--- config.mk ---
export PLATFORM = sky130hd
export DESIGN_NAME = pwm_bank_flat
export DESIGN_NICKNAME = d
export VERILOG_FILES = /design/src/rtl/pwm_pkg.sv /design/src/rtl/pwm_bank_if.sv /design/src/rtl/pwm_channel.sv /design/src/rtl/pwm_bank.sv /design/src/flat_wrapper.sv
export SDC_FILE = /design/constraint.sdc
export NUM_CORES = 1
export LEC_CHECK = 0
export CAP_MARGIN = 20
export CORE_MARGIN = 2
export CORE_UTILIZATION = 45
export CTS_CLUSTER_SIZE = 20
export DETAILED_ROUTE_END_ITERATION = 12
export PLACE_DENSITY = 0.69
export SLEW_MARGIN = 0
export SYNTH_ARGS = -nofsm -noshare
export SYNTH_HDL_FRONTEND = slang
export SYNTH_SLANG_ARGS = --single-unit
--- constraint.sdc ---
create_clock -name clkCore -period 4.5 [get_ports clkCore]
set_input_delay 1.125 -clock clkCore [delete_from_list [all_inputs] [get_ports clkCore]]
set_output_delay 1.125 -clock clkCore [all_outputs]
set_load 0.05 [all_outputs]
--- src/rtl/pwm_pkg.sv ---
// Shared constants and the CH*W packing helper for the pwm_bank PWM generator.
package pwm_pkg;

  localparam int unsigned PWM_CH_DEF     = 4;
  localparam int unsigned PWM_W_DEF      = 7;
  localparam int unsigned PWM_DEAD_W_DEF = 4;

  // LSB position of channel idx inside a vector of CH packed W-bit fields.
  function automatic int unsigned ch_lsb(input int unsigned idx, input int unsigned w);
    return idx * w;
  endfunction

endpackage

--- src/rtl/pwm_bank_if.sv ---
// Control/status bundle between a host and pwm_bank.
// PWM_DEADTIME_EN adds the dead-time input and the complementary outputs.
interface pwm_bank_if #(
  parameter int unsigned CH = pwm_pkg::PWM_CH_DEF,
  parameter int unsigned W  = pwm_pkg::PWM_W_DEF
`ifdef PWM_DEADTIME_EN
  , parameter int unsigned DEAD_W = pwm_pkg::PWM_DEAD_W_DEF
`endif
);

  logic            en;
  logic [W-1:0]    period;
  logic [CH*W-1:0] set_val;
  logic [CH*W-1:0] rst_val;
  logic            load;
  logic            load_ack;
  logic [W-1:0]    cnt;
  logic            period_start;
  logic [CH-1:0]   signal;
`ifdef PWM_DEADTIME_EN
  logic [DEAD_W-1:0] dead;
  logic [CH-1:0]     signal_n;

  modport master (output en, period, set_val, rst_val, load, dead,
                  input  load_ack, cnt, period_start, signal, signal_n);
  modport slave  (input  en, period, set_val, rst_val, load, dead,
                  output load_ack, cnt, period_start, signal, signal_n);
`else
  modport master (output en, period, set_val, rst_val, load,
                  input  load_ack, cnt, period_start, signal);
  modport slave  (input  en, period, set_val, rst_val, load,
                  output load_ack, cnt, period_start, signal);
`endif

endinterface

--- src/rtl/pwm_channel.sv ---
// One PWM channel: reset-priority compare flop on the active compare values,
// plus an optional dead-time stage (PWM_DEADTIME_EN).
module pwm_channel
  import pwm_pkg::*;
#(
  parameter int unsigned W = PWM_W_DEF
`ifdef PWM_DEADTIME_EN
  , parameter int unsigned DEAD_W = PWM_DEAD_W_DEF
`endif
) (
  input  logic              clkCore,
  input  logic              reset,
  input  logic              en_i,
  input  logic [W-1:0]      cnt_i,
  input  logic [W-1:0]      set_i,
  input  logic [W-1:0]      rst_i,
`ifdef PWM_DEADTIME_EN
  input  logic [DEAD_W-1:0] dead_i,
  output logic              signal_n_o,
`endif
  output logic              signal_o
);

  logic ideal_q, ideal_d;

  // Reset compare wins over set compare, so set==rst keeps the channel low.
  always_comb begin
    ideal_d = ideal_q;
    if (!en_i)               ideal_d = 1'b0;
    else if (cnt_i == rst_i) ideal_d = 1'b0;
    else if (cnt_i == set_i) ideal_d = 1'b1;
  end

  always_ff @(posedge clkCore) begin
    if (reset) ideal_q <= 1'b0;
    else       ideal_q <= ideal_d;
  end

`ifdef PWM_DEADTIME_EN
  logic [DEAD_W-1:0] dead_q, dead_d;
  logic              sig_q, sig_d, sig_n_q, sig_n_d;

  // Every ideal edge blanks both sides for dead_i cycles; an edge arriving
  // while blanking restarts it, which swallows pulses shorter than the gap.
  always_comb begin
    dead_d  = dead_q;
    sig_d   = ideal_d;
    sig_n_d = !ideal_d;
    if (ideal_d != ideal_q) begin
      dead_d = dead_i;
      if (dead_i != '0) begin
        sig_d   = 1'b0;
        sig_n_d = 1'b0;
      end
    end else if (dead_q != '0) begin
      dead_d = dead_q - DEAD_W'(1);
      if (dead_q != DEAD_W'(1)) begin
        sig_d   = 1'b0;
        sig_n_d = 1'b0;
      end
    end
  end

  always_ff @(posedge clkCore) begin
    if (reset) begin
      dead_q  <= '0;
      sig_q   <= 1'b0;
      sig_n_q <= 1'b0;
    end else begin
      dead_q  <= dead_d;
      sig_q   <= sig_d;
      sig_n_q <= sig_n_d;
    end
  end

  assign signal_o   = sig_q;
  assign signal_n_o = sig_n_q;
`else
  assign signal_o = ideal_q;
`endif

endmodule

--- src/rtl/pwm_bank.sv ---
// Multi-channel PWM generator: shared period counter, double-buffered compare
// values swapped at period boundaries, CH pwm_channel instances.
// Optional feature macro: PWM_DEADTIME_EN (dead-time + complementary outputs).
module pwm_bank
  import pwm_pkg::*;
#(
  parameter int unsigned CH = PWM_CH_DEF,
  parameter int unsigned W  = PWM_W_DEF
`ifdef PWM_DEADTIME_EN
  , parameter int unsigned DEAD_W = PWM_DEAD_W_DEF
`endif
) (
  input logic       clkCore,
  input logic       reset,
  pwm_bank_if.slave bus
);

  logic [W-1:0]    cnt_q, cnt_d;
  logic [W-1:0]    period_s_q, period_s_d, period_a_q, period_a_d;
  logic [CH*W-1:0] set_s_q, set_s_d, set_a_q, set_a_d;
  logic [CH*W-1:0] rst_s_q, rst_s_d, rst_a_q, rst_a_d;
  logic            pending_q, pending_d;
  logic            load_ack_q, load_ack_d;
  logic            boundary;

  // Disabling acts like a wrap: counter returns to 0 and pending values go live.
  assign boundary = !bus.en || (cnt_q == period_a_q);

  always_comb begin
    // NOTE: every next-state variable gets its hold value first so no path infers a latch.
    period_s_d = period_s_q;
    set_s_d    = set_s_q;
    rst_s_d    = rst_s_q;
    period_a_d = period_a_q;
    set_a_d    = set_a_q;
    rst_a_d    = rst_a_q;
    pending_d  = pending_q;
    load_ack_d = 1'b0;
    if (bus.load) begin
      period_s_d = bus.period;
      set_s_d    = bus.set_val;
      rst_s_d    = bus.rst_val;
      pending_d  = 1'b1;
    end
    if (boundary && pending_d) begin
      period_a_d = period_s_d;
      set_a_d    = set_s_d;
      rst_a_d    = rst_s_d;
      pending_d  = 1'b0;
      load_ack_d = 1'b1;
    end
    cnt_d = boundary ? '0 : cnt_q + W'(1);
  end

  // NOTE: non-blocking assignments so every register samples pre-edge values.
  always_ff @(posedge clkCore) begin
    if (reset) begin
      cnt_q      <= '0;
      period_s_q <= '0;
      set_s_q    <= '0;
      rst_s_q    <= '0;
      period_a_q <= '0;
      set_a_q    <= '0;
      rst_a_q    <= '0;
      pending_q  <= 1'b0;
      load_ack_q <= 1'b0;
    end else begin
      cnt_q      <= cnt_d;
      period_s_q <= period_s_d;
      set_s_q    <= set_s_d;
      rst_s_q    <= rst_s_d;
      period_a_q <= period_a_d;
      set_a_q    <= set_a_d;
      rst_a_q    <= rst_a_d;
      pending_q  <= pending_d;
      load_ack_q <= load_ack_d;
    end
  end

  logic [CH-1:0] signal_w;
`ifdef PWM_DEADTIME_EN
  logic [CH-1:0] signal_n_w;
  assign bus.signal_n = signal_n_w;
`endif

  for (genvar i = 0; i < CH; i++) begin : g_ch
    pwm_channel #(
      .W(W)
`ifdef PWM_DEADTIME_EN
      , .DEAD_W(DEAD_W)
`endif
    ) u_ch (
      .clkCore    (clkCore),
      .reset      (reset),
      .en_i       (bus.en),
      .cnt_i      (cnt_q),
      .set_i      (set_a_q[ch_lsb(i, W) +: W]),
      .rst_i      (rst_a_q[ch_lsb(i, W) +: W]),
`ifdef PWM_DEADTIME_EN
      .dead_i     (bus.dead),
      .signal_n_o (signal_n_w[i]),
`endif
      .signal_o   (signal_w[i])
    );
  end

  assign bus.signal       = signal_w;
  assign bus.cnt          = cnt_q;
  assign bus.load_ack     = load_ack_q;
  assign bus.period_start = bus.en && !reset && (cnt_q == '0);

endmodule

--- src/flat_wrapper.sv ---
// flat-port wrapper written by rule: the top's interface ports become plain ports
module pwm_bank_flat import pwm_pkg::*;
#(
  parameter int unsigned CH = PWM_CH_DEF,
  parameter int unsigned W  = PWM_W_DEF

)
  (clkCore, reset, bus_en, bus_period, bus_set_val, bus_rst_val, bus_load, bus_load_ack, bus_cnt, bus_period_start, bus_signal);
  pwm_bank_if #(.CH(CH), .W(W)) bus_i ();
  input logic clkCore;
  input logic reset;
  input wire logic [$bits(bus_i.en)-1:0] bus_en;
  input wire logic [$bits(bus_i.period)-1:0] bus_period;
  input wire logic [$bits(bus_i.set_val)-1:0] bus_set_val;
  input wire logic [$bits(bus_i.rst_val)-1:0] bus_rst_val;
  input wire logic [$bits(bus_i.load)-1:0] bus_load;
  output wire logic [$bits(bus_i.load_ack)-1:0] bus_load_ack;
  output wire logic [$bits(bus_i.cnt)-1:0] bus_cnt;
  output wire logic [$bits(bus_i.period_start)-1:0] bus_period_start;
  output wire logic [$bits(bus_i.signal)-1:0] bus_signal;
  assign bus_i.en = bus_en;
  assign bus_i.period = bus_period;
  assign bus_i.set_val = bus_set_val;
  assign bus_i.rst_val = bus_rst_val;
  assign bus_i.load = bus_load;
  assign bus_load_ack = bus_i.load_ack;
  assign bus_cnt = bus_i.cnt;
  assign bus_period_start = bus_i.period_start;
  assign bus_signal = bus_i.signal;
  pwm_bank #(.CH(CH), .W(W)) u_core (.clkCore(clkCore), .reset(reset), .bus(bus_i));
endmodule
==> reports/qor.csv <==
stage,metric,value,unit
outcome,status,completed,
setup_path,slowest_delay,0.49,ns
timing,finalClockSkew,0.00585,ns
clocking,cts-resized-gates,0,
logic_synthesis,synth-async-reset-ratio,0,
clocking,insertion_delay,0.42,ns
grt,grt_pass1_vias,3870,
die,die_area,14500,um2
timing,tightest_slew,0.911,ns
setup_path,worstPathMaxFanout,6,
power_and_ir_drop,powerDensity,454,nW/um2
logic_synthesis,ys_seq_area_frac,0.456,
timing,hold_ws,0.509,ns
setup_path,cp_num_buf_inv,2,
final_layout,final_common_cell,dfxtp_1,
clocking,clock_sinks,139,
grt,grt_max_degree,79,
clocking,clockBufferDepth,2,
die,core_area,13200,um2
final_layout,drive_gt1_frac,0.166,
logic_synthesis,synth_top_cell_area_share,0.456,
timing,finalCritPeriodShare,0.762,
die,die_h,120,um
logic_synthesis,synthFlopType,dfxtp_1,
setup_path,timing.critical_path.from_type,input pin,
power_and_ir_drop,p_total,3.41,mW
job,cap_violations,0,
setup_path,critPathArrivalTime,2.30,ns
logic_synthesis,synth_top_area_cell,dfxtp_1,
timing,fin_crit,3.43,ns
die,num_rows,42,
logic_synthesis,syn_area,6100,um2
die,io_pins,80,
logic_synthesis,synth_edf_count,0,
logic_synthesis,synthTopCellsByArea,"dfxtp_1 (46%), mux2_4 (15%), mux2i_1 (10%), nor2b_1 (6.5%), xor2_1 (5.3%)",
logic_synthesis,syn_nets,616,
clocking,cts_buffers,17,
clocking,cts_root_buf,clkbuf_16,
setup_path,crit_type,input pin to output port,
timing,max_freq,292,MHz
grt,grt_antenna_before_repair,0,
routing,drcViolationCount,0,
final_layout,final_nets,683,
setup_path,endpoint_kind,output port,
logic_synthesis,synth_warnings,0,
timing,max_slew_margin,0.392,
logic_synthesis,syn_area_per_cell,11.2,um2
timing,tns,0,ns
setup_path,crit_slowest_cell,clkdlybuf4s50_1,
logic_synthesis,netlist_instances,547,
placed_design,postPlaceCellArea,6940,um2
clocking,postCtsSetupRepairBufs,0,
timing,final_max_slew_viol_count,0,
timing,rsz0062_at_grt,false,
final_layout,syn_to_final_growth,23.2,%
timing,hold_violations,0,
final_layout,diodes,0,
clocking,clk_pin_slew,0.05,ns
logic_synthesis,ys_seq_elements,139,
power_and_ir_drop,leakagePower,3.35,nW
clocking,cts_hold_buffers,0,
setup_path,worstPathRequired,3.38,ns
placed_design,dp_hpwl,7.73,mm
power_and_ir_drop,vdd_ir_drop_max,0.227,mV
die,die_x,120,um
timing,setup_viol_count_final,0,
routing,antenna_left,0,
setup_path,worstPathCellList,"clkdlybuf4s50_1, nand2b_1, nor4_1, buf_4",
clocking,cts_tree,done,
placed_design,port_buffers,79,
placed_design,gp_congestion,0.737,
routing,wire_per_inst,15.3,um
final_layout,layout_common_cells,"dfxtp_1 (139), clkdlybuf4s50_1 (76), nor2_1 (75)",
logic_synthesis,synth_cell_types,27,
die,start_util,0.461,
grt,grt_pass1_wl,19.8,mm
routing,viasPerCell,4.80,
routing,vias,3851,
setup_path,r2r_slack,1.99,ns
grt,grtUsageTotal,0.176,
routing,dr.pass1.iters,4,
final_layout,final_area,7520,um2
clocking,ctsHtreeMaxLevel,4,
grt,overflow,0,
setup_path,critical-path-top-delay-family,buffers and inverters,
worst_hold_path,hold_path.class,flop to flop,
routing,drt_iter0_drc,175,
routing,wl,12.3,mm
## flip-flops by register name (all words and copies together), names as in the netlist
register	cells
u_core.bus.load_ack	1
u_core.rst_s_q	28
u_core.bus.cnt	7
u_core.set_a_q	28
u_core.period_s_q	7
u_core.set_s_q	28
u_core.pending_q	1
u_core.rst_a_q	28
u_core.period_a_q	7
u_core.g_ch.u_ch.signal_o	4
## stage by stage
stage           util  instances  setup slack, ns
2_1_floorplan      -        547            0.431
3_3_place_gp   0.524        771             1.10
4_1_cts        0.568        803             1.06
3_5_place_dp   0.524        771             1.07
6_report       0.568        803             1.07
5_1_grt        0.568        803            0.977
## worst paths after layout
| check | endpoint | cells past startpoint | from |
|---|---|---|---|
| worst max-delay path | bus_period_start | 4 | bus_en |
| worst min-delay path | u_core.rst_s_q[20]$_SDFF_PP0_ | 2 | u_core.rst_s_q[20]$_SDFF_PP0_ |
| worst max register to register | u_core.rst_a_q[19]$_SDFFE_PP0P_ | 5 | u_core.bus.cnt[3]$_SDFF_PP0_ |
| worst min register to register | u_core.rst_s_q[20]$_SDFF_PP0_ | 2 | u_core.rst_s_q[20]$_SDFF_PP0_ |
## layout make-up
cell class / instances / area [um2]
inverter: 4 / 15.0
clock inverter: 7 / 87.6
sequential: 139 / 2780
fill: 1134 / 5720
multi-input combinational: 366 / 3080
clock buffer: 25 / 495
tap: 176 / 220
timing repair buffer: 86 / 836
## where the power goes
group          switching [mW]  internal [mW]
Sequential             0.0576           1.34
Combinational           0.295          0.341
Clock                   0.505          0.870
Total                   0.858           2.55
## tightest hold or removal path, cell delays in order, from the launching register on
cell and delay [ns]:
dfxtp_1 0.30, mux2i_1 0.05, nor2_1 0.11
## routing by layer
layer	track usage	up-vias	routed length (um)
met4	0.0741	0	215
met5	0	-	0
met1	0.236	1816	6040
li1	-	1946	-
met2	0.269	72	5520
met3	0.0481	17	491
## synth_stat cells (all sizes together) (2+ instances only)
cell / n
nor2: 75
xor2: 37
nand4: 4
xnor2: 31
mux2: 63
nor3: 5
a41oi: 4
clkbuf: 11
dfxtp: 139
inv: 4
mux2i: 63
nand3: 2
ha: 2
nor2b: 63
buf: 27
nor4: 11
## cells by family after synthesis
| kind of cell | count (synthesis) | synth area share |
|---|---|---|
| simple gates | 164 | 0.138 |
| flops | 139 | 0.456 |
| mux | 126 | 0.256 |
| xor+xnor | 68 | 0.0976 |
| buf+inv | 42 | 0.0388 |
| compound gates | 6 | 0.00964 |
| fa+ha+maj | 2 | 0.00410 |
Power figures use the tool's default switching activity.
